## src/rtl/fifo_write_arbiter.sv

```systemverilog
// Round-robin arbiter sharing one FIFO write port among NUM_REQ valid/ready producers.
// Optional macro FIFO_ARB_TAG_EN prepends the granted requester index to the FIFO word.
//   state   | meaning
//   S_IDLE  | no grant held; pick next valid requester round-robin
//   S_BURST | grant_id owns the write port for up to BURST_LEN beats
module fifo_write_arbiter #(
  parameter int DATAWIDTH = 8,
  parameter int NUM_REQ   = 4,
  parameter int BURST_LEN = 4,
  parameter int IDWIDTH   = $clog2(NUM_REQ)
) (
  input  logic                           clk,
  input  logic                           reset,
  input  logic [NUM_REQ-1:0]             req_valid,
  input  logic [NUM_REQ*DATAWIDTH-1:0]   req_data,
  output logic [NUM_REQ-1:0]             req_ready,
  input  logic                           fifo_full,
  output logic                           fifo_write_en,
`ifdef FIFO_ARB_TAG_EN
  output logic [DATAWIDTH+IDWIDTH-1:0]   fifo_data_in,
`else
  output logic [DATAWIDTH-1:0]           fifo_data_in,
`endif
  output logic [IDWIDTH-1:0]             grant_id,
  output logic                           busy
);

  localparam int BCW = $clog2(BURST_LEN + 1);

  typedef enum logic {S_IDLE, S_BURST} state_t;

  state_t             state_q, state_d;
  logic [IDWIDTH-1:0] grant_q, grant_d;
  logic [IDWIDTH-1:0] last_q, last_d;
  logic [BCW-1:0]     beat_q, beat_d;

  logic               pick_found;
  logic [IDWIDTH-1:0] pick_idx;
  logic [IDWIDTH-1:0] scan_idx;
  logic               sel_valid;
  logic [DATAWIDTH-1:0] sel_data;
  logic               beat;

  // First valid requester strictly after the last grant, wrapping.
  always_comb begin
    pick_found = 1'b0;
    pick_idx   = '0;
    scan_idx   = '0;
    for (int i = 1; i <= NUM_REQ; i++) begin
      scan_idx = IDWIDTH'((int'(last_q) + i) % NUM_REQ);
      if (!pick_found && req_valid[scan_idx]) begin
        pick_found = 1'b1;
        pick_idx   = scan_idx;
      end
    end
  end

  assign sel_valid = req_valid[grant_q];
  assign sel_data  = req_data[grant_q*DATAWIDTH +: DATAWIDTH];
  assign beat      = (state_q == S_BURST) && sel_valid && !fifo_full;

  always_comb begin
    req_ready     = '0;
    fifo_write_en = 1'b0;
    fifo_data_in  = '0;
    if (state_q == S_BURST) begin
      req_ready[grant_q] = !fifo_full;
      if (beat) begin
        fifo_write_en = 1'b1;
`ifdef FIFO_ARB_TAG_EN
        fifo_data_in  = {grant_q, sel_data};
`else
        fifo_data_in  = sel_data;
`endif
      end
    end
  end

  always_comb begin
    state_d = state_q;
    grant_d = grant_q;
    last_d  = last_q;
    beat_d  = beat_q;
    if (state_q == S_IDLE) begin
      if (pick_found) begin
        grant_d = pick_idx;
        last_d  = pick_idx;
        beat_d  = '0;
        state_d = S_BURST;
      end
    end else begin
      // A dropped valid releases the grant; a full FIFO only stalls.
      if (!sel_valid) begin
        state_d = S_IDLE;
      end else if (beat) begin
        beat_d = beat_q + BCW'(1);
        if (beat_q == BCW'(BURST_LEN - 1)) state_d = S_IDLE;
      end
    end
  end

  always_ff @(posedge clk or posedge reset) begin
    if (reset) begin
      state_q <= S_IDLE;
      grant_q <= '0;
      last_q  <= IDWIDTH'(NUM_REQ - 1);
      beat_q  <= '0;
    end else begin
      state_q <= state_d;
      grant_q <= grant_d;
      last_q  <= last_d;
      beat_q  <= beat_d;
    end
  end

  assign grant_id = grant_q;
  assign busy     = (state_q == S_BURST);

endmodule
```

## config.mk

```make
export PLATFORM = sky130hd
export DESIGN_NAME = fifo_write_arbiter
export DESIGN_NICKNAME = d
export VERILOG_FILES = /design/src/rtl/fifo_write_arbiter.sv
export SDC_FILE = /design/constraint.sdc
export NUM_CORES = 1
export LEC_CHECK = 0
export ABC_AREA = 1
export CORE_ASPECT_RATIO = 2
export CORE_MARGIN = 1.5
export CORE_UTILIZATION = 39
export CTS_CLUSTER_DIAMETER = 100
export CTS_CLUSTER_SIZE = 12
export DETAILED_ROUTE_END_ITERATION = 10
export PLACE_DENSITY = 0.78
export REMOVE_ABC_BUFFERS = 1
export SYNTH_ARGS = -nofsm -noshare
export SYNTH_HDL_FRONTEND = slang
export SYNTH_SLANG_ARGS = --single-unit
```

## constraint.sdc

```tcl
create_clock -name clk -period 2.2 [get_ports clk]
set_clock_uncertainty 0.15 [all_clocks]
set_input_delay 0.44 -clock clk [delete_from_list [all_inputs] [get_ports clk]]
set_output_delay 0.44 -clock clk [all_outputs]
set_load 0.005 [all_outputs]
```

---- Word-level counts from Yosys, hierarchy flattened ----
Index checks and enable logic that the tools add are counted.
cells by class
  add/subtract/negate cells ............... 5
  $lt $le $gt $ge ......................... 6
  equal/unequal tests ..................... 3
  shift-type cells ........................ 1
  muxes and demuxes ....................... 34
  bitwise gates (word level) .............. 2
  reductions and logical operators ........ 13
operators by type and width
  kind                                                                number
  indexed part select 32 x 6 -> 8 bit                                 1
  2-to-1 mux 1 bit                                                    17
  2-to-1 mux 8 bit                                                    2
  < comparator 2 x 3 -> 1 bit (second input constant)                 5
  2-to-1 mux 3 bit                                                    4
  binary-select mux 1 bit (select 2 bit)                              5
  2-to-1 mux 2 bit                                                    4
  logical AND 1 bit                                                   6
  adder 2 x 1 -> 2 bit (second input constant)                        2
  adder 2 bit (second input constant)                                 2
  AND 4 bit                                                           1
  zero test 1 bit                                                     4
  2-to-1 mux 4 bit                                                    1
  != test 2 x 1 -> 1 bit (second input constant)                      2
  adder 3 x 1 -> 3 bit (second input constant)                        1
  equality test 3 x 2 -> 1 bit (second input constant)                1
  AND reduction 3 bit                                                 1
  demux 1 bit (select 2 bit)                                          1
  greater-or-equal comparator 2 x 1 -> 1 bit (second input constant)  1
  AND reduction 2 bit                                                 1
  nonzero test 2 bit                                                  1
  NOT 1 bit                                                           1
word-level totals
  register bits after elaboration ......... 8
  input bits .............................. 39
  output and inout port bits .............. 16
  logic and storage cells ................. 68

---- Longest topological paths before layout ----
Gate-level depths: netlist (run 1).
  depth in word-level cells ............... 15
  gate-level depth with buffers ........... 12
  depth with buffers taken out ............ 11

---- Least setup slack after synthesis (run 1) ----
Ideal clock, no wire load.
  path kind ............................... reg2out
  from .................................... register grant_q[0], in the netlist grant_id[0]
  to ...................................... output port fifo_data_in[0]
  data arrival time ....................... 1.200 ns
  data required time ...................... 1.610 ns
  slack ................................... 0.410 ns
  cell stages (with the launch flop) ...... 8
  path buffers ............................ 2
  cells stage by stage .................... dfrtp_1 buf_2 nor2_4 a22oi_2 o211ai_2 nand2_2 buf_6 nor2_1
on the way
  cells in the longest elaborated chain, start to end .. 6
  elaborated cells between the ends (all ways) .. 7
  those cells by class .................... 1 x shift; 4 x mux; 2 x reduce/logical
ends and longest elaborated chain
  item                                                                                         RTL line  RTL
  start, declared                                                                              33        logic [IDWIDTH-1:0] grant_q, grant_d;
  start signal, assigned                                                                       110       grant_q <= grant_d;
  parallel branches: the longest is 4 deep, another holds indexed part select 32 x 6 -> 8 bit  --
  2-to-1 mux 8 bit (*)                                                                         68        if (beat) begin
  2-to-1 mux 8 bit (*)                                                                         66        if (state_q == S_BURST) begin
  end, declared                                                                                22        output logic [DATAWIDTH-1:0] fifo_data_in,
Mark *: on every way between the ends. The select of a mux whose other input is x is not followed.

---- Final worst setup path (run 1) ----
  from .................................... register grant_q[0], in the netlist grant_id[0]
  to ...................................... output port fifo_data_in[7]
The elaborated chain is that of the path after synthesis.

==> results.cfg, run 1 <==
[clocking]
clk_pin_slew_ns = 0.04
cts_buffers = 3
clk_latency_ns = 0.23
clockBufferDepth = 2
tritoncts = yes
cts_root_buffer = clkbuf_8
htree_levels = 1
cts_hold_buf = 0
cts_sinks = 8

[sta]
rsz0062_at_grt = true
max_freq_ghz = 0.441
slew_headroom_pct = 76.4
setup_viol = 4
fin_crit_sh_pct = 103
finalMaxSlewViolations = 0
final-hold-violation-count = 0
tightestPinTransition_ns = 0.351
worst_slack_ns = -0.0651
period_minus_slack_ns = 2.27

[synth]
netlist.area_leader.share_pct = 19.6
synthCells = 162
synth_ff_type = dfrtp_1
async_flop_share_pct = 100
synth_seq_cells = 8
yosys_warnings = 0
yosysMostFrequentCell = nand2_1
synth_top_cell_by_area = nand2_1
synthTopCellsByCount = nand2_1, inv_1, nor2_1
synth.distinct_cells = 27
synth.top_cells.by_area = nand2_1, dfrtp_1, nand2_2
seq_area_frac_synth_pct = 19.9
netlist_area_mm2 = 0.00102
synth_edf_count = 0
syn_avg_cell_area_um2 = 6.28

[drt]
vias_per_cell = 5.24
drt_first_iter_violations = 36
post_drt_wl_per_cell_um = 15.2
routed_wl_mm = 4.23
dr.pass1.iters = 5
drc_errors = 0
drtAntennaViolNets = 0
via_count = 1461

[floorplanning]
std_cell_rows = 26
ios = 55
core-area_mm2 = 0.00250
dieArea_mm2 = 0.00294
die_w_um = 39.1
start_util_pct = 40.6
die_y_um = 75.2

[global_routing]
grt_pass1_wl_mm = 6.12
grt_pass1_vias = 1475
antenna_found_initial = 0
gr-total-overflow = 0
grt_max_degree = 12
grt_usage_pct = 29.5

[pwr]
p_clk_share_pct = 7.6
power.density_mw_per_mm2 = 1280
p_int_mw = 1.25
seqPwrFrac_pct = 13.8
leakagePower_nw = 0.988
switching_share_pct = 49.5
peakVddDrop_uv = 754
power.total_mw = 2.48
p_switching_mw = 1.23
power_frac_comb_pct = 78.6

[setup_path]
crit_required_ns = 1.61
crit_path_start = grant_id[0]$_DFFE_PP0P_
critPathTopFamily = flip-flops
crit_chain = nand2_2 > inv_2 > a22oi_2 > o211ai_4 > nand2_4 > buf_12 > buf_6 > nor2_4 > buf_2
cp_num_buf_inv = 4
worst-path-max-fanout = 6
worstSetupStartpointType = flop
reg2reg_from = grant_id[1]$_DFFE_PP0P_
crit_type = flop to output pin
end_kind = output pin
critPathArrivalTime_ns = 1.68
worst_path_max_delay_cell = dfrtp_2
max_stage_delay_ns = 0.48

[cells_and_area]
post-route-util_pct = 77.4
layout-drive-gt1-share_pct = 37.8
fin_nets = 293
nFillCells = 178
area_growth_pct = 90.7
antenna_cells = 0
fin_area_mm2 = 0.00194
regArea_um2 = 204
multi_input_area_um2 = 772

[job]
maxCapViolCount = 0

[place]
place.gp.congestion = 0.801
io_buffers = 54
placedInstanceArea_mm2 = 0.00168
hpwl_mm = 2.87
place_ws_ns = -0.411

[worst_hold_path]
hold_class = input port to asynchronous set/reset pin

[outcome]
violations = negative setup slack
status = finished, violations left
[layout make-up]
cell class	instances	share of cell area, %
flip-flops and latches	8	10.5
well taps	28	1.81
inverters	21	4.45
clock buffers	4	2.32
multi-input cells	128	39.8
repair buffers	90	41.1
[cell families after synthesis]
logic type	Yosys count	synth area share, %
AND/OR/NAND/NOR	100	47.5
buffers and inverters	27	12.8
AO/OA/AOI/OAI	25	17.3
adder cells (fa/ha/maj)	2	2.46
flip-flops	8	19.9
[what timing repair did]
item                                    4_1_cts  5_1_grt
buffers inserted                             16        3
endpoints found under the setup margin       13        9
cloned                                        1        0
pin swaps                                     6        5
gates resized for setup                      60       13
[final timing paths]
path / endpoint / slack (ns) / cells past startpoint
setup / recovery: fifo_data_in[7] / -0.07 / 9
hold / removal: beat_q[1]$_DFFE_PP0P_ / 0.31 / 2
setup reg to reg: beat_q[0]$_DFFE_PP0P_ / 0.19 / 12
hold reg to reg: beat_q[1]$_DFFE_PP0P_ / 0.36 / 2
max in group asynchronous: last_q[1]$_DFFE_PP1P_ / 1.30 / 2
min in group clk: beat_q[1]$_DFFE_PP0P_ / 0.36 / 2
[power groups by stage]
stage / registers, mW / logic [mW] / clock network (mW)
2_1_floorplan: 0.347 / 0.894 / 0
3_3_place_gp: 0.326 / 1.50 / 0
3_5_place_dp: 0.331 / 1.55 / 0
4_1_cts: 0.333 / 1.76 / 0.191
5_1_grt: 0.348 / 2.10 / 0.200
6_report: 0.341 / 1.95 / 0.189
[per-layer routing]
metal  track usage, %  vias up  wire length, um
li1                 -      708                -
met1             26.1      685             1400
met2             60.7       49             2470
met3             3.54       19              149
met4             11.1        0              209
met5                0        -                0
[sequential cells by signal, indices dropped and copies added (netlist names)]
register / flops
busy: 1
beat_q: 3
grant_id: 2
last_q: 2
[placed cells by master, fill, tap and decap left out, types with 2 or more instances in the layout]
cell type	n
nand2_1	52
clkdlybuf4s50_1	36
buf_4	29
nand2_2	12
inv_1	12
nor2_1	9
a21oi_1	9
dlygate4sd2_1	8
buf_2	8
inv_2	7
nand3_1	7
buf_6	7
nand2_4	6
dfrtp_1	5
nor2_4	4
o21ai_0	4
a221oi_2	4
a221oi_1	4
nor2_2	3
nand4_1	3
clkbuf_8	3
nand3_2	2
nor3_1	2
ha_1	2
dfstp_2	2
[stage by stage]
step / std cells / hold WS, ns / TNS, ns
2_1_floorplan: 156 / 0.104 / 0
3_3_place_gp: 255 / 0.335 / -3.95
3_5_place_dp: 255 / 0.349 / -4.39
4_1_cts: 276 / 0.316 / -0.156
5_1_grt: 279 / 0.352 / -0.534
6_report: 279 / 0.314 / -0.226
No activity file was read; power rests on OpenSTA's default activity.
==> run 2: changes to the inputs <==
--- a/config.mk
+++ b/config.mk
@@ -6,6 +6,7 @@
 export NUM_CORES = 1
 export LEC_CHECK = 0
 export ABC_AREA = 1
+export ABC_CLOCK_PERIOD_IN_PS = 2200
 export CORE_ASPECT_RATIO = 2
 export CORE_MARGIN = 1.5
 export CORE_UTILIZATION = 39
==> results of run 2 <==
Final layout, timing and power as in run 1 (identical DEF).
